[src/rtl/gemm_pkg.sv]
// Shared GEMM definitions: column bus widths and the column loader state encoding.
package gemm_pkg;

   localparam int unsigned COL_DATA_W  = 512;
   localparam int unsigned COL_SLICE_W = 64;

   typedef enum logic {
      FILL = 1'b0,
      FULL = 1'b1
   } loader_state_t;

endpackage : gemm_pkg

[src/rtl/col_bram_loader.sv]
// Column stream to ping/pong BRAM write controller; owns the bank select and
// swaps banks only when the fill bank is complete and the read bank is released.
module col_bram_loader
   import gemm_pkg::*;
#(
   parameter int unsigned ADDR_WIDTH = 9,
   parameter int unsigned NUM_BRAM   = 8,
   parameter int unsigned NUM_COLS   = 512
) (
   input  logic                  clk,
   input  logic                  rst,
   input  logic [COL_DATA_W-1:0] s_tdata,
   input  logic                  s_tvalid,
   output logic                  s_tready,
   input  logic                  rd_release,
   output logic                  mat_ready,
   output logic [NUM_BRAM-1:0]   bram_ena,
   output logic [NUM_BRAM-1:0]   bram_wea,
   output logic [ADDR_WIDTH-1:0] bram_addra,
   output logic [COL_DATA_W-1:0] bram_dina,
   output logic                  ping_pong_sel,
   output logic                  ping_pong_sel_d3
);

   localparam logic [ADDR_WIDTH-1:0] LAST_ADDR = ADDR_WIDTH'(NUM_COLS - 1);

   loader_state_t         state;
   logic [ADDR_WIDTH-1:0] wr_addr;
   logic [2:0]            sel_pipe;
   logic                  accept_c;
   logic                  swap_c;

   assign accept_c = s_tvalid & s_tready;
   // A release arriving with a swap hands the newly filled bank straight to the reader.
   assign swap_c   = (state == FULL) & (~mat_ready | rd_release);

   assign ping_pong_sel_d3 = sel_pipe[2];

   always_ff @(posedge clk) begin
      if (rst) begin
         state         <= FILL;
         wr_addr       <= '0;
         s_tready      <= 1'b0;
         mat_ready     <= 1'b0;
         ping_pong_sel <= 1'b0;
         sel_pipe      <= '0;
         bram_ena      <= '0;
         bram_wea      <= '0;
         bram_addra    <= '0;
         bram_dina     <= '0;
      end else begin
         bram_ena <= {NUM_BRAM{accept_c}};
         bram_wea <= {NUM_BRAM{accept_c}};
         if (accept_c) begin
            bram_addra <= wr_addr;
            bram_dina  <= s_tdata;
         end

         sel_pipe <= {sel_pipe[1:0], ping_pong_sel};

         if (swap_c) begin
            mat_ready <= 1'b1;
         end else if (rd_release) begin
            mat_ready <= 1'b0;
         end

         case (state)
            FILL: begin
               s_tready <= 1'b1;
               if (accept_c) begin
                  if (wr_addr == LAST_ADDR) begin
                     wr_addr  <= '0;
                     state    <= FULL;
                     s_tready <= 1'b0;
                  end else begin
                     wr_addr <= wr_addr + ADDR_WIDTH'(1);
                  end
               end
            end
            FULL: begin
               s_tready <= 1'b0;
               if (swap_c) begin
                  ping_pong_sel <= ~ping_pong_sel;
                  state         <= FILL;
                  s_tready      <= 1'b1;
               end
            end
            default: begin
               state    <= FILL;
               s_tready <= 1'b1;
            end
         endcase
      end
   end

endmodule : col_bram_loader

[config.mk]
export PLATFORM = sky130hd
export DESIGN_NAME = col_bram_loader
export DESIGN_NICKNAME = d
export VERILOG_FILES = /design/src/rtl/gemm_pkg.sv /design/src/rtl/col_bram_loader.sv
export SDC_FILE = /design/constraint.sdc
export NUM_CORES = 1
export LEC_CHECK = 0
export BUFFER_PORTS_ARGS = -buffer_cell sky130_fd_sc_hd__buf_4
export CORE_AREA = 2 2 414 416
export CTS_CLUSTER_DIAMETER = 60
export DETAILED_ROUTE_END_ITERATION = 8
export DIE_AREA = 0 0 416 418
export PLACE_DENSITY = 0.38
export SLEW_MARGIN = 25
export SYNTH_ARGS = -nofsm -noshare
export SYNTH_HDL_FRONTEND = slang
export SYNTH_SLANG_ARGS = --single-unit
[constraint.sdc]
create_clock -name clk -period 2.9 [get_ports clk]
set_clock_uncertainty 0.15 [all_clocks]
set_input_delay 0.29 -clock clk [delete_from_list [all_inputs] [get_ports clk]]
set_output_delay 0.29 -clock clk [all_outputs]
set_load 0.01 [all_outputs]
**Word-level counts from Yosys, hierarchy flattened**

Index checks and enable logic that the tools add are counted.

- Register bits after elaboration: 538
- Input port bits: 516

- $add $sub $neg: 1
- Eq/ne operators: 1
- Muxes and demuxes: 11
- Bitwise gates (word level): 6
- Reductions and logical operators: 3

Operator list:

| kind | number |
|---|---|
| adder 9 x 1 -> 9 bit (second input constant) | 1 |
| == test 9 bit (second input constant) | 1 |
| 2-to-1 mux 9 bit | 1 |
| 2-to-1 mux 1 bit | 8 |
| one-hot mux 1 bit (2 select lines) | 2 |
| AND reduction 2 bit | 2 |
| inverter 1 bit | 3 |
| AND 1 bit | 2 |
| nonzero test 2 bit | 1 |
| OR 1 bit | 1 |

**Logic depth before layout (Yosys ltp)**

- Depth after elaboration: 5
- Depth in mapped cells: 6

**Worst setup path before layout**

Ideal clock, no wire load.

- Path type: reg2reg
- From: register wr_addr[0]
- To: register wr_addr[4]
- Arrival: 1.359 ns
- Data required time: 2.680 ns
- Setup slack: 1.321 ns
- Cell stages (with the launch flop): 5
- Clock period less this slack: 1.579 ns
- Cells stage by stage: dfxtp_1 > ha_1 > nand2_1 > or4_2 > a21oi_1

- Cells in the longest elaborated chain, start to end: 2
- Elaborated cells on any way between the ends: 3
- Classes of those cells: add/sub: 1; eq/ne: 1; mux: 1

RTL lines:

| item | RTL line | RTL |
|---|---|---|
| from (decl) | col_bram_loader.sv:28 | `logic [ADDR_WIDTH-1:0] wr_addr;` |
| from (signal assigned) | col_bram_loader.sv:76 | `wr_addr <= wr_addr + ADDR_WIDTH'(1);` |
| adder 9 x 1 -> 9 bit / == test 9 bit (equally long branches) | col_bram_loader.sv:76, col_bram_loader.sv:71 |  |
| 2-to-1 mux 9 bit * | col_bram_loader.sv:71 | `if (wr_addr == LAST_ADDR) begin` |

Every way passes the cells marked *; elsewhere a longest branch is shown, timed or not.
A chain may end at the register's enable or synchronous reset.

**Worst setup path after layout**

- From: register s_tready
- To: register bram_dina[54]

- Cells in the longest elaborated chain, start to end: 1

RTL lines:

| item | RTL line | RTL |
|---|---|---|
| from (decl) | col_bram_loader.sv:14 | `output logic s_tready,` |
| from (signal assigned) | col_bram_loader.sv:43 | `s_tready <= 1'b0;` |
| from (signal assigned) | col_bram_loader.sv:69 | `s_tready <= 1'b1;` |
| from (signal assigned) | col_bram_loader.sv:74 | `s_tready <= 1'b0;` |
| AND 1 bit | col_bram_loader.sv:33 | `assign accept_c = s_tvalid & s_tready;` |
| to (signal assigned) | col_bram_loader.sv:56 | `bram_dina <= s_tdata;` |
| to (decl) | col_bram_loader.sv:20 | `output logic [COL_DATA_W-1:0] bram_dina,` |

Every way passes these cells.

==> flow_metrics.py <==
metrics = {
    "finish": {
        "drive_gt1_share_pct": 31.7,
        "final_common_cell": "buf_4",
        "final_area_um2": 37300,
        "syn2layout_area_growth_pct": 102,
        "n_fill_cell": 18800,
        "final_nets": 4420,
        "layout_common_cells": "buf_4, nand2_1, dfxtp_1",
        "final_util_pct": 22.0,
    },
    "pwr": {
        "p_total_mw": 21.3,
        "p_clk_share_pct": 48.5,
        "switching_share_pct": 26.4,
        "switchingPower_mw": 5.60,
        "peakVddDrop_mv": 0.397,
        "power_frac_seq_pct": 37.4,
        "p_leak_nw": 15.7,
        "powerDensity_nw_per_um2": 570,
        "combPwrFrac_pct": 14.1,
        "p_int_mw": 15.7,
    },
    "detailed_routing": {
        "drc": 0,
        "ant_nets": 0,
        "initialDrtViolationCount": 1339,
        "wirelength_mm": 116,
        "viasPerCell": 3.56,
        "avgRoutedWirePerCell_um": 18.7,
        "firstDrtPassIters": 6,
        "routed-via-count": 22000,
    },
    "critical_path": {
        "crit_family": "buffers and inverters",
        "critPathKind": "flip-flop to flip-flop",
        "max_stage_delay_ns": 0.57,
        "required_ns": 3.37,
        "start_kind": "flip-flop",
        "critPathMostFrequentCell": "buf_4",
        "arrival_ns": 3.02,
        "slowest_stage": "dlygate4sd3_1",
        "end_kind": "flip-flop",
        "cp_num_buf_inv": 3,
        "cp_max_fo": 31,
        "crit_path_cell_trace": "and2_4 -> buf_4 -> buf_4 -> nand2_1 -> a21oi_1 -> dlygate4sd3_1",
        "ff2ff_setup_slack_ns": 0.35,
    },
    "yosys": {
        "ys_types": 27,
        "synth-seq-cells": 538,
        "netlist_area_um2": 18500,
        "synth-warning-count": 0,
        "syn_nets": 2867,
        "syn_inst": 2348,
        "synth.avg_cell_area_um2": 7.88,
        "ys_seq_area_share_pct": 58.2,
    },
    "grt": {
        "grt_pass1_vias": 21900,
        "grt_max_degree": 108,
        "antenna_found_initial": 19,
        "grt_use_total_pct": 12.7,
        "grt_pass1_wl_mm": 160,
        "grt_overflow": 0,
    },
    "floorplanning": {
        "start_util_pct": 10.9,
        "die_w_um": 416,
        "die_y_um": 418,
        "ios": 1057,
        "dieArea_um2": 174000,
        "fp-row-count": 151,
        "core-area_um2": 169000,
    },
    "clock_network": {
        "cts_root_buf": "clkbuf_16",
        "cts.clk_slew.worst_paths_ns": 0.05,
        "clock_sinks": 538,
        "cts_made_buffers": 84,
        "worstSkewPairLatency_ns": 0.68,
        "cts_tree": "yes",
        "cts_max_level": 3,
        "cts_buffer_depth": 3,
    },
    "placed_design": {
        "port_buffers": 1056,
        "hpwl_mm": 88.9,
        "placed_cell_area_um2": 29100,
        "gp_congestion": 0.876,
    },
    "worst_hold_path": {
        "hold_class": "primary input to flip-flop",
    },
    "sta": {
        "max_slew_margin_pct": 58.2,
        "hold_violations": 0,
        "fmax_mhz": 392,
        "drv_slew": 0,
        "tightest_slew_ns": 0.626,
        "final.setup.tns_ns": 0,
        "finalSetupViolations": 0,
        "fin_crit_sh_pct": 87.9,
        "rsz0062_at_grt": "no",
        "period_needed_ns": 2.55,
    },
    "flow_run": {
        "maxCapViolations": 0,
    },
    "status": {
        "status": "complete, no violations",
    },
}
-- sequential cells by signal, summed over array words and instances, names as in the netlist --
register	flops
ping_pong_sel	1
bram_dina	512
bram_wea	1
bram_addra	9
state	1
sel_pipe	3
wr_addr	9
mat_ready	1
s_tready	1
-- cells in the mapped netlist --
| library cell | instances | share of area, % |
|---|---|---|
| a21o_1 | 1 | 0.041 |
| a21oi_1 | 530 | 14 |
| a221oi_2 | 1 | 0.081 |
| a22oi_1 | 1 | 0.041 |
| and2_1 | 1 | 0.034 |
| and3b_1 | 1 | 0.047 |
| buf_1 | 18 | 0.37 |
| buf_2 | 61 | 1.7 |
| buf_4 | 15 | 0.61 |
| clkbuf_1 | 96 | 1.9 |
| dfxtp_1 | 538 | 58 |
| ha_1 | 3 | 0.20 |
| inv_1 | 2 | 0.041 |
| nand2_1 | 1050 | 21 |
| nand3_1 | 3 | 0.081 |
| nand3b_1 | 1 | 0.041 |
| nand4_2 | 1 | 0.068 |
| nand4b_1 | 1 | 0.047 |
| nor2_1 | 6 | 0.12 |
| nor2b_1 | 4 | 0.14 |
| o21ai_0 | 2 | 0.054 |
| o31ai_1 | 4 | 0.16 |
| or3_1 | 3 | 0.10 |
| or4_1 | 2 | 0.081 |
| or4_2 | 1 | 0.047 |
| or4_4 | 1 | 0.061 |
| xor2_1 | 1 | 0.047 |
-- timing repair --
item                                   in CTS  in global routing
buffers inserted                            0                  0
endpoints found under the hold margin     520                  0
resized for setup                           0                  0
hold buffers                              534                  0
-- power by group through the flow --
stage / Combinational [mW] / Clock [mW] / Sequential, mW
floorplan: 0.666 / 0 / 8.19
global placement: 2.40 / 0 / 8.10
detailed placement: 2.40 / 0 / 8.10
CTS: 3.05 / 10.7 / 7.95
global route: 3.22 / 11.0 / 7.99
finish: 3.00 / 10.3 / 7.96
-- worst register-to-register path: stages, from the launching register on --
cell,delay [ns]
dfxtp_1,0.45
and2_4,0.43
buf_4,0.28
buf_4,0.37
nand2_1,0.11
a21oi_1,0.13
dlygate4sd3_1,0.57
-- cells by family (layout without fill, tap and decap cells) --
family                     after synthesis  count (layout)  synth area share [%]
AOI/OAI and AO/OA                      539             539                  14.7
xor gates and xnor gates                 1               1                0.0474
adders and majority gates                3               3                 0.203
buffers and inverters                  192            1805                  4.61
DFF                                    538             538                  58.2
other                                    0              11                     0
and+or+nand+nor                       1075            1075                  22.2
-- final timing paths --
| kind | from | endpoint | cells past startpoint |
|---|---|---|---|
| worst min register to register | sel_pipe[1] | sel_pipe[2] | 1 |
| worst max register to register | s_tready | bram_dina[54] | 6 |
| worst max-delay path | s_tready | bram_dina[54] | 6 |
| worst min-delay path | rst | state | 3 |
-- cell type report --
class	instances	area, µm²	area share (%)
repair buffers	1657	14000	37.6
flip-flops and latches	538	10800	28.9
multi-input cells	1618	6880	18.5
well taps	2218	2780	7.45
clock buffers	115	2360	6.34
clock inverters	31	423	1.13
diodes	11	27.5	0.0739
inverters	2	7.51	0.0201
-- layer usage --
layer	up-vias	global-route usage, %	part of all wire [%]
met3	176	3.23	5.7
met2	690	21.1	48
li1	10700	-	-
met5	-	0	0.062
met4	12	4.15	2.9
met1	10500	15.8	43
-- metrics by stage --
step | cells | setup slack (ns) | hold slack, ns
final | 6190 | 0.351 | 0.111
after global placement | 5499 | 0.894 | 0.268
after CTS | 6179 | 0.311 | 0.0400
after floorplan | 2348 | 1.32 | 0.264
after detailed placement | 5499 | 0.853 | 0.272
after global routing | 6188 | 0.170 | 0.0735
Power figures use the tool's default switching activity.
